`src/rtl/sp_fifo_ctrl.sv`:
```
`timescale 1ns/1ps
// sp_fifo_ctrl
//   FIFO controller that shares a single external single-port RAM between a
//   push stream and a pop stream. The RAM performs one access per cycle: either
//   a write, or a read whose data appears on ram_rdata one cycle later. Read
//   data is held by the RAM on write cycles. A 2-entry output buffer (obuf)
//   hides the RAM read latency from the consumer.
//
// Ports
//   clk, rst_n          clock, asynchronous active-low reset
//   s_valid/s_ready     push handshake, s_data is the pushed word
//   m_valid/m_ready     pop handshake, m_data is the obuf head
//   count               words held (RAM + read in flight + obuf), up to DEPTH+2
//   full                RAM holds DEPTH words
//   empty               count == 0
//   ram_wren            RAM write strobe (0 = read or idle)
//   ram_addr            RAM address
//   ram_wdata           RAM write data (s_data passed through)
//   ram_rdata           RAM registered read data
module sp_fifo_ctrl #(
  parameter int WIDTH = 8,
  parameter int DEPTH = 128,
  localparam int AW = $clog2(DEPTH),
  localparam int CW = $clog2(DEPTH + 3)
) (
  input  logic             clk,
  input  logic             rst_n,
  input  logic             s_valid,
  output logic             s_ready,
  input  logic [WIDTH-1:0] s_data,
  output logic             m_valid,
  input  logic             m_ready,
  output logic [WIDTH-1:0] m_data,
  output logic [CW-1:0]    count,
  output logic             full,
  output logic             empty,
  output logic             ram_wren,
  output logic [AW-1:0]    ram_addr,
  output logic [WIDTH-1:0] ram_wdata,
  input  logic [WIDTH-1:0] ram_rdata
);

  localparam logic [AW:0] DEPTH_CNT = (AW + 1)'(DEPTH);

  logic [AW-1:0]    wr_ptr_q, wr_ptr_d;
  logic [AW-1:0]    rd_ptr_q, rd_ptr_d;
  logic [AW:0]      ram_cnt_q, ram_cnt_d;
  logic             rd_inflight_q, rd_inflight_d;
  logic [1:0]       obuf_cnt_q, obuf_cnt_d;
  logic [WIDTH-1:0] obuf0_q, obuf0_d;
  logic [WIDTH-1:0] obuf1_q, obuf1_d;
  logic             wr_pri_q, wr_pri_d;
  logic             ready_en_q, ready_en_d;
  logic [CW-1:0]    count_q, count_d;
  logic             full_q, full_d;
  logic             empty_q, empty_d;

  logic wr_req;
  logic rd_want;
  logic wr_gnt;
  logic rd_gnt;
  logic obuf_push;
  logic obuf_pop;

  // Arbitration uses registered state only, so m_ready never reaches s_ready.
  // rd_want counts the in-flight read as an occupied obuf slot, which is what
  // guarantees the returning word always has room.
  always_comb begin
    wr_req   = s_valid && !full_q && ready_en_q;
    rd_want  = (ram_cnt_q != '0) &&
               (({1'b0, rd_inflight_q} + obuf_cnt_q) < 2'd2);
    wr_gnt   = wr_req && (wr_pri_q || !rd_want);
    rd_gnt   = rd_want && !wr_gnt;
    s_ready  = ready_en_q && !full_q && !(rd_want && !wr_pri_q);
    ram_wren = wr_gnt;
    ram_addr = wr_gnt ? wr_ptr_q : rd_ptr_q;
    ram_wdata = s_data;
  end

  // Pointer, occupancy and priority bookkeeping. A write and a read grant are
  // mutually exclusive, so ram_cnt moves by at most one per cycle.
  always_comb begin
    wr_ptr_d      = wr_ptr_q;
    rd_ptr_d      = rd_ptr_q;
    ram_cnt_d     = ram_cnt_q;
    wr_pri_d      = wr_pri_q;
    rd_inflight_d = rd_gnt;
    ready_en_d    = 1'b1;
    if (wr_gnt) begin
      wr_ptr_d  = wr_ptr_q + AW'(1);
      ram_cnt_d = ram_cnt_q + (AW + 1)'(1);
      wr_pri_d  = 1'b0;
    end else if (rd_gnt) begin
      rd_ptr_d  = rd_ptr_q + AW'(1);
      ram_cnt_d = ram_cnt_q - (AW + 1)'(1);
      wr_pri_d  = 1'b1;
    end
  end

  // Output buffer: obuf0 is the head. A push arrives the cycle after a read
  // grant; a simultaneous push and pop shifts the queue and refills the tail.
  always_comb begin
    obuf_push  = rd_inflight_q;
    obuf_pop   = (obuf_cnt_q != 2'd0) && m_ready;
    obuf0_d    = obuf0_q;
    obuf1_d    = obuf1_q;
    obuf_cnt_d = obuf_cnt_q;
    case ({obuf_push, obuf_pop})
      2'b10: begin
        if (obuf_cnt_q == 2'd0) obuf0_d = ram_rdata;
        else                    obuf1_d = ram_rdata;
        obuf_cnt_d = obuf_cnt_q + 2'd1;
      end
      2'b01: begin
        obuf0_d    = obuf1_q;
        obuf_cnt_d = obuf_cnt_q - 2'd1;
      end
      2'b11: begin
        if (obuf_cnt_q == 2'd1) begin
          obuf0_d = ram_rdata;
        end else begin
          obuf0_d = obuf1_q;
          obuf1_d = ram_rdata;
        end
      end
      default: ;
    endcase
  end

  // Status flags are registered from the next-state values.
  always_comb begin
    count_d = CW'(ram_cnt_d) + CW'(rd_inflight_d) + CW'(obuf_cnt_d);
    full_d  = (ram_cnt_d == DEPTH_CNT);
    empty_d = (count_d == '0);
  end

  always_ff @(posedge clk or negedge rst_n) begin
    if (!rst_n) begin
      wr_ptr_q      <= '0;
      rd_ptr_q      <= '0;
      ram_cnt_q     <= '0;
      rd_inflight_q <= 1'b0;
      obuf_cnt_q    <= 2'd0;
      obuf0_q       <= '0;
      obuf1_q       <= '0;
      wr_pri_q      <= 1'b1;
      ready_en_q    <= 1'b0;
      count_q       <= '0;
      full_q        <= 1'b0;
      empty_q       <= 1'b1;
    end else begin
      wr_ptr_q      <= wr_ptr_d;
      rd_ptr_q      <= rd_ptr_d;
      ram_cnt_q     <= ram_cnt_d;
      rd_inflight_q <= rd_inflight_d;
      obuf_cnt_q    <= obuf_cnt_d;
      obuf0_q       <= obuf0_d;
      obuf1_q       <= obuf1_d;
      wr_pri_q      <= wr_pri_d;
      ready_en_q    <= ready_en_d;
      count_q       <= count_d;
      full_q        <= full_d;
      empty_q       <= empty_d;
    end
  end

  assign m_valid = (obuf_cnt_q != 2'd0);
  assign m_data  = obuf0_q;
  assign count   = count_q;
  assign full    = full_q;
  assign empty   = empty_q;

endmodule

```
`config.mk`:
```
export PLATFORM = sky130hd
export DESIGN_NAME = sp_fifo_ctrl
export DESIGN_NICKNAME = d
export VERILOG_FILES = /design/src/rtl/sp_fifo_ctrl.sv
export SDC_FILE = /design/constraint.sdc
export NUM_CORES = 1
export LEC_CHECK = 0
export CAP_MARGIN = 40
export CORE_MARGIN = 2
export CORE_UTILIZATION = 35
export CTS_BUF_LIST = sky130_fd_sc_hd__clkbuf_2 sky130_fd_sc_hd__clkbuf_4 sky130_fd_sc_hd__clkbuf_8
export CTS_CLUSTER_SIZE = 20
export DETAILED_ROUTE_END_ITERATION = 10
export GPL_TIMING_DRIVEN = 0
export PLACE_DENSITY = 0.65
export SLEW_MARGIN = 20
export SYNTH_ARGS = -nofsm -noshare
export SYNTH_HDL_FRONTEND = slang
export SYNTH_SLANG_ARGS = --single-unit
export TNS_END_PERCENT = 30
```
`constraint.sdc`:
```
create_clock -name clk -period 8.5 [get_ports clk]
set_clock_uncertainty 0.15 [all_clocks]
set_input_delay 0.85 -clock clk [delete_from_list [all_inputs] [get_ports clk]]
set_output_delay 0.85 -clock clk [all_outputs]
set_load 0.005 [all_outputs]
```
==> impl_metrics.yaml, run 1 <==
floorplan:
  die_area_um2: 9000
  start_util_pct: 35.7
  coreArea_um2: 8090
  rows: 33
  die_height_um: 94.9
  io_pins: 56
  die_w_um: 94.9
sta:
  rsz0062_at_grt: "no"
  worstMarginPinSlew_ps: 665
  finalSetupViolCount: 0
  timing.fmax_mhz: 210
  setup-tns-final_ps: 0
  relSlewSlack_pct: 55.7
  min_period_ps: 4760
  hold_viol_final: 0
  final_max_slew_viol_count: 0
  period_share_pct: 56.0
layout:
  fin_nets: 341
  diodes: 0
  area_delta_synth_final_pct: 23.9
  layout_commonest_cell: "dfrtp_1"
  drive_gt1_share_pct: 18.4
  fin_area_um2: 3580
  mostFrequentLayoutCells: "dfrtp_1, clkdlybuf4s50_1, xnor2_1, nand2_1, mux2_2"
synth:
  synthFlopType: "dfrtp_1"
  synth_top_area_share_pct: 44.2
  synthCells: 255
  synth_area_leaders: "dfrtp_1, mux2_2, xnor2_1, ha_1, a22oi_1"
  yosys_warnings: 0
  ys_seq_area_share_pct: 46.0
  yosys_register_bits: 53
  synth-edff-count: 0
  synth_nets: 287
  synth.distinct_cells: 60
  syn_area_um2: 2890
  synthArstFlopShare_pct: 100
  yosysTopAreaCell: "dfrtp_1"
  syn_area_per_cell_um2: 11.3
global_routing:
  antenna_found_initial: 0
  grt-ovfl-total: 0
  track_usage_pct: 13.2
  grt_pass1_wl_um: 9310
  grt_start_max_net_pins: 54
  grt_pass1_vias: 2011
clocking:
  post_cts_buffers: 0
  htree_num_levels: 2
  cts_resized: 0
  cts_root_buf: "clkbuf_8"
  clk_latency_ps: 310
  cts.clk_slew.worst_paths_ps: 100
  cts_num_sinks: 53
  numCtsBuffers: 5
  cts_tree: "done"
  holdBufCountCts: 0
  cts_buffer_depth: 2
critical_path:
  path_class: "flop to output port"
  worstSetupEndpointType: "output port"
  slowest_stage: "or4b_4"
  r2r-start: "ram_cnt_q[0]"
  cp.required_ps: 7500
  crit_path_cell_trace: "inv_1, ha_1, or4b_4, or4_4, buf_6, a21oi_4, buf_1, mux2_2, clkdlybuf4s50_1"
  slowest_delay_ps: 510
  worst_setup_path_start_kind: "flop"
  worstPathArrival_ps: 3760
  reg2reg_depth: 14
  rrSetupSlack_ps: 4320
  cp_max_fo: 10
  timing.rr.end: "empty"
detailed_routing:
  routedWlPerCell_um: 13.5
  via_per_inst: 4.96
  via_count: 2057
  ant_nets: 0
  wirelength_um: 5620
  drtIter0Drc: 102
  drt-pass1-iter-count: 4
  remaining_drc_errors: 0
min_path:
  holdPathEnd: "wr_ptr_q[6]"
  whs_path_depth: 1
  hp-start: "wr_ptr_q[6]"
  hold_path_class: "flop to flop"
power_and_ir_drop:
  power.static_leakage_nw: 1.50
  powerDensity_nw_per_um2: 387
  sw_frac_of_total_pct: 40.3
  p_int_mw: 0.828
  p_total_mw: 1.39
  irDropWorstVdd_uv: 122
  power_switching_mw: 0.559
  combPwrFrac_pct: 55.7
  power_frac_clock_pct: 10.5
  share_seq_of_total_power_pct: 33.9
place:
  dp.final_hpwl_um: 4150
  placed_cell_area_um2: 3490
  port_buffers: 47
  finalWeightedCongestion: 0.856
job:
  max-cap-violations: 0
outcome:
  status: "completed"
==> registers in the layout, indices dropped and copies added (netlist names) <==
signal	cells
count	8
empty	1
full	1
m_data	8
obuf1_q	8
obuf_cnt_q	2
obuf_push	1
ram_cnt_q	8
rd_ptr_q	7
ready_en_q	1
wr_pri_q	1
wr_ptr_q	7
==> final cells by class <==
class,count,area [um^2]
Tap cell,105,131
Inverter,16,60.1
Clock inverter,2,15.0
Clock buffer,6,76.3
Sequential cell,53,1330
Fill cell,772,4510
Multi-Input combinational cell,171,1400
Timing Repair Buffer,47,468
Buffer,15,106
==> worst max-delay path: cells and delay by family (launching register included) <==
kind	cells	cell delay, ps
DFF	1	430
buffers and inverters	4	1190
AOI/OAI and AO/OA	1	250
and+or+nand+nor	2	940
muxes	1	390
adders and majority gates	1	240
==> stage by stage <==
step	std cells	worst slack [ps]	util, %	hold slack, ps
after floorplan	255	4640	-	290
after global placement	407	4100	43.2	309
after detailed placement	407	4100	43.1	310
after CTS	415	3740	44.2	337
after global routing	415	3540	44.2	354
final	415	3740	44.2	328
==> power by group through the flow <==
stage	logic, mW	clock network (mW)	registers [mW]
after floorplan	0.534	0	0.460
after global placement	0.764	0	0.472
after detailed placement	0.780	0	0.474
after CTS	0.784	0.150	0.470
after global routing	0.868	0.163	0.485
final	0.773	0.145	0.470
==> layer usage <==
| metal | GRT usage (%) | wire, um | vias up |
|---|---|---|---|
| li1 | - | - | 1005 |
| met4 | 5.19 | 89 | 0 |
| met3 | 3.35 | 262 | 9 |
| met1 | 16.5 | 2580 | 997 |
| met2 | 21.7 | 2690 | 46 |
| met5 | 0 | 0 | - |
==> synthesized netlist by cell type (2+ instances only) <==
| cell type | count |
|---|---|
| and3b_1 | 2 |
| nor2b_1 | 2 |
| xnor2_1 | 17 |
| dfstp_2 | 2 |
| a22oi_1 | 10 |
| nor3_1 | 4 |
| nand2_1 | 17 |
| ha_1 | 10 |
| nor3b_1 | 2 |
| inv_1 | 16 |
| fa_1 | 2 |
| mux2i_1 | 3 |
| a211oi_2 | 2 |
| and4_1 | 2 |
| mux2_2 | 17 |
| xor2_1 | 3 |
| o21ai_0 | 10 |
| and2_1 | 2 |
| nand3_1 | 10 |
| a21oi_1 | 5 |
| buf_4 | 9 |
| o211a_1 | 2 |
| buf_6 | 2 |
| clkbuf_1 | 2 |
| xor2_2 | 2 |
| nor2_1 | 8 |
| nand4_1 | 7 |
| dfrtp_1 | 51 |
| o21ai_1 | 2 |
| nand3b_1 | 2 |
==> kinds of logic after synthesis <==
| kind of cell | share of synthesized area (%) |
|---|---|
| other cells | 0.130 |
| flops | 46.0 |
| buf+inv | 5.76 |
| compound gates | 12.3 |
| fa+ha+maj | 5.71 |
| simple gates | 14.3 |
| mux | 7.66 |
| xor+xnor | 8.14 |
==> worst max path at each step <==
stage	start	to	slack (ps)	cells past startpoint
6_report	ram_cnt_q[0]	ram_addr[3]	3740	9
5_1_grt	ram_cnt_q[0]	ram_addr[5]	3540	9
4_1_cts	ram_cnt_q[0]	ram_addr[3]	3740	9
3_5_place_dp	ram_cnt_q[0]	ram_addr[3]	4100	9
3_3_place_gp	ram_cnt_q[0]	ram_addr[5]	4100	9
2_1_floorplan	ram_cnt_q[0]	empty	4640	13
Note: power is estimated with default switching activity, not from simulation.
==> run 2, diff against run 1 <==
clock period = 4.69 ns   (was 8.5 ns; I/O delays follow)
==> results of run 2 <==
Same layout as run 1 (identical final DEF). Status: completed.
Among the figures that moved: setup slack after placement 4100 ps -> 533 ps; clock-pin slew on the worst setup and hold paths 100 ps -> 90 ps; setup slack after layout 3740 ps -> 314 ps; hold slack 328 ps -> 11.9 ps; register-to-register setup slack 4320 ps -> 510 ps; total power 1.39 mW -> 2.51 mW; worst IR drop on VDD 122 uV -> 222 uV
==> patch, RTL diff (flow settings as in run 1) <==
Reset style: synchronous (`rst_n`), changed in one clocked block. Comments in the files are not updated.
--- a/src/rtl/sp_fifo_ctrl.sv
+++ b/src/rtl/sp_fifo_ctrl.sv
@@ -134,7 +134,7 @@
     empty_d = (count_d == '0);
   end
 
-  always_ff @(posedge clk or negedge rst_n) begin
+  always_ff @(posedge clk) begin
     if (!rst_n) begin
       wr_ptr_q      <= '0;
       rd_ptr_q      <= '0;
Behaviour: differs if rst_n is asserted again (counterexample within 4 cycles, from zero or initial values and one cycle with rst_n low); with rst_n held inactive, the same outputs for 10 cycles.
==> patch against run 1 <==
Worst setup slack gained 590 ps; cell count grew 13%; global-route usage grew 1.7 points; wire length grew 11%; first-iteration DRC count grew 9.8%; die area shrank 3.4%; sequential power shrank 22%; combinational power shrank 11%; critical path depth shrank 3; sequential cell count is the same; area after synthesis shrank 3.5%; largest power group unchanged; power shrank 13%; final area shrank 2.8%.
==> patch: results (changes against run 1) <==
R2R Path Start ram_cnt_q[0]; Hold Crit Start rd_ptr_q[6]; clk_lat worst skew 310 ps (about the same); dpl cell area 0.00339 mm² (-3.0%); Top FF cell, synth dfxtp_1; clock buffer depth 2 (unchanged); hold depth 2 (+1); hold_ws 344 ps (+16.1 ps); reg2reg end empty; dpl cells 460 (+13%); post_cts resized 0 (unchanged); commonest cells in the synthesized netlist nor2_1, dfxtp_1, a21oi_1; area share of xor/xnor cells in the synthesized design 0.0628 (-0.0185); Detailed Route Iter0 Violations 112 (+9.8%); # diodes 0 (unchanged); async set or reset register ratio after synthesis 0 (-1.00); Final Wtd Congestion 0.799 (-6.7%); post-synth cell types 57 (-5.0%); nets@finish 397 (+16%); Post-CTS Setup Repair Bufs 0 (unchanged); Wirelength per Cell 13.3 µm (-1.8%); largest net degree at the start of global routing 19 (-65%); drt total wl 6220 µm (+11%); post-synthesis area per instance 8.96 µm² (-21%); antenna violations before repair 0 (unchanged); Hold Path End rd_ptr_q[6]; CTS buffer count 5 (unchanged); DR vias/cell 5.10 (+2.9%); Critical Path AT 3170 ps (-590 ps); Clock group 0.000152 W (+5%); r2r setup slk 4580 ps (+260 ps); status finished clean; mux cell area share after synthesis 0.0678 (-0.00885); vias in the first global route 2232 (+11%); gr usage total 0.149 (+0.0172); worst-margin pin slew 660 ps (-5.39 ps); first-pass GRT wire length 10300 µm (+11%); syn nets 343 (+20%); Comb power 0.000686 W (-11%); clk slew on worst S/H paths 100 ps (about the same); H-Tree Depth 2 (unchanged); Post-Synth Adder-Cell Area 0.0592 (+0.00210); P_int 0.000681 W (-18%); root buf cell clkbuf_8; FF-to-FF path depth 12 (-2); Seq/Total Area, Yosys 0.381 (-0.0791); largest cells by area after synthesis dfxtp_1, nor2_1, ha_1, mux2i_1, a21oi_1; HP Class flip-flop to flip-flop; dpl hpwl 4590 µm (+11%); share of post-route cells with drive strength above 1 0.101 (-0.0828); Leakage Power 1.37 nW (-8.5%); Worst VDD drop 0.000167 V (+36%); post-synthesis compound-gate area fraction 0.139 (+0.0162)
patch: cell types whose count changed in the layout (fill, tap and decap cells not counted), sizes merged, moves of 10 or more:
cell / before / now
a21oi: 7 / 23
dfrtp: 51 / 0
dfxtp: 0 / 53
mux2: 17 / 7
nor2: 8 / 56
patch: cell type report:
class | count | area, µm²
Fill cell | 784 | 4250
Multi-Input combinational cell | 228 | 1580
Sequential cell | 53 | 1060
Timing Repair Buffer | 47 | 470
Tap cell | 102 | 128
Buffer | 16 | 97.6
Clock buffer | 5 | 68.8
Inverter | 14 | 52.6
Clock inverter | 3 | 26.3
patch: critical path: stages:
cell and delay (ps):
clkdlybuf4s50_1 480, nand3b_1 230, nor2_2 330, buf_1 440, mux2_2 400, clkdlybuf4s50_1 440
patch: cells by family after synthesis:
family | after synthesis
flops | 53
buf+inv | 30
fa+ha+maj | 12
xor+xnor | 20
compound gates | 53
simple gates | 125
mux | 18
patch: metrics by stage:
stage          total power (W)  setup WS, ps
3_3_place_gp           0.00104          4320
3_5_place_dp           0.00105          4320
4_1_cts                0.00121          4320
2_1_floorplan         0.000849          5090
6_report               0.00120          4330
5_1_grt                0.00130          4120
patch: worst max-delay path by stage:
stage               slack [ps]          end  depth (start not counted)         start
floorplan                 5090        empty                         11       m_ready
global placement          4320  ram_addr[1]                          6       s_valid
detailed placement        4320  ram_addr[0]                          6       s_valid
CTS                       4320  ram_addr[0]                          6       s_valid
global route              4120  ram_addr[2]                          8  ram_cnt_q[0]
finish                    4330  ram_addr[1]                          6       s_valid
patch: per-layer routing:
metal / GRT usage / vias up / routed length, µm
met4: 0.0551 / 0 / 130
met1: 0.191 / 1114 / 2900
met5: 0 / - / 0
met3: 0.0338 / 11 / 345
li1: - / 1185 / -
met2: 0.244 / 77 / 2840
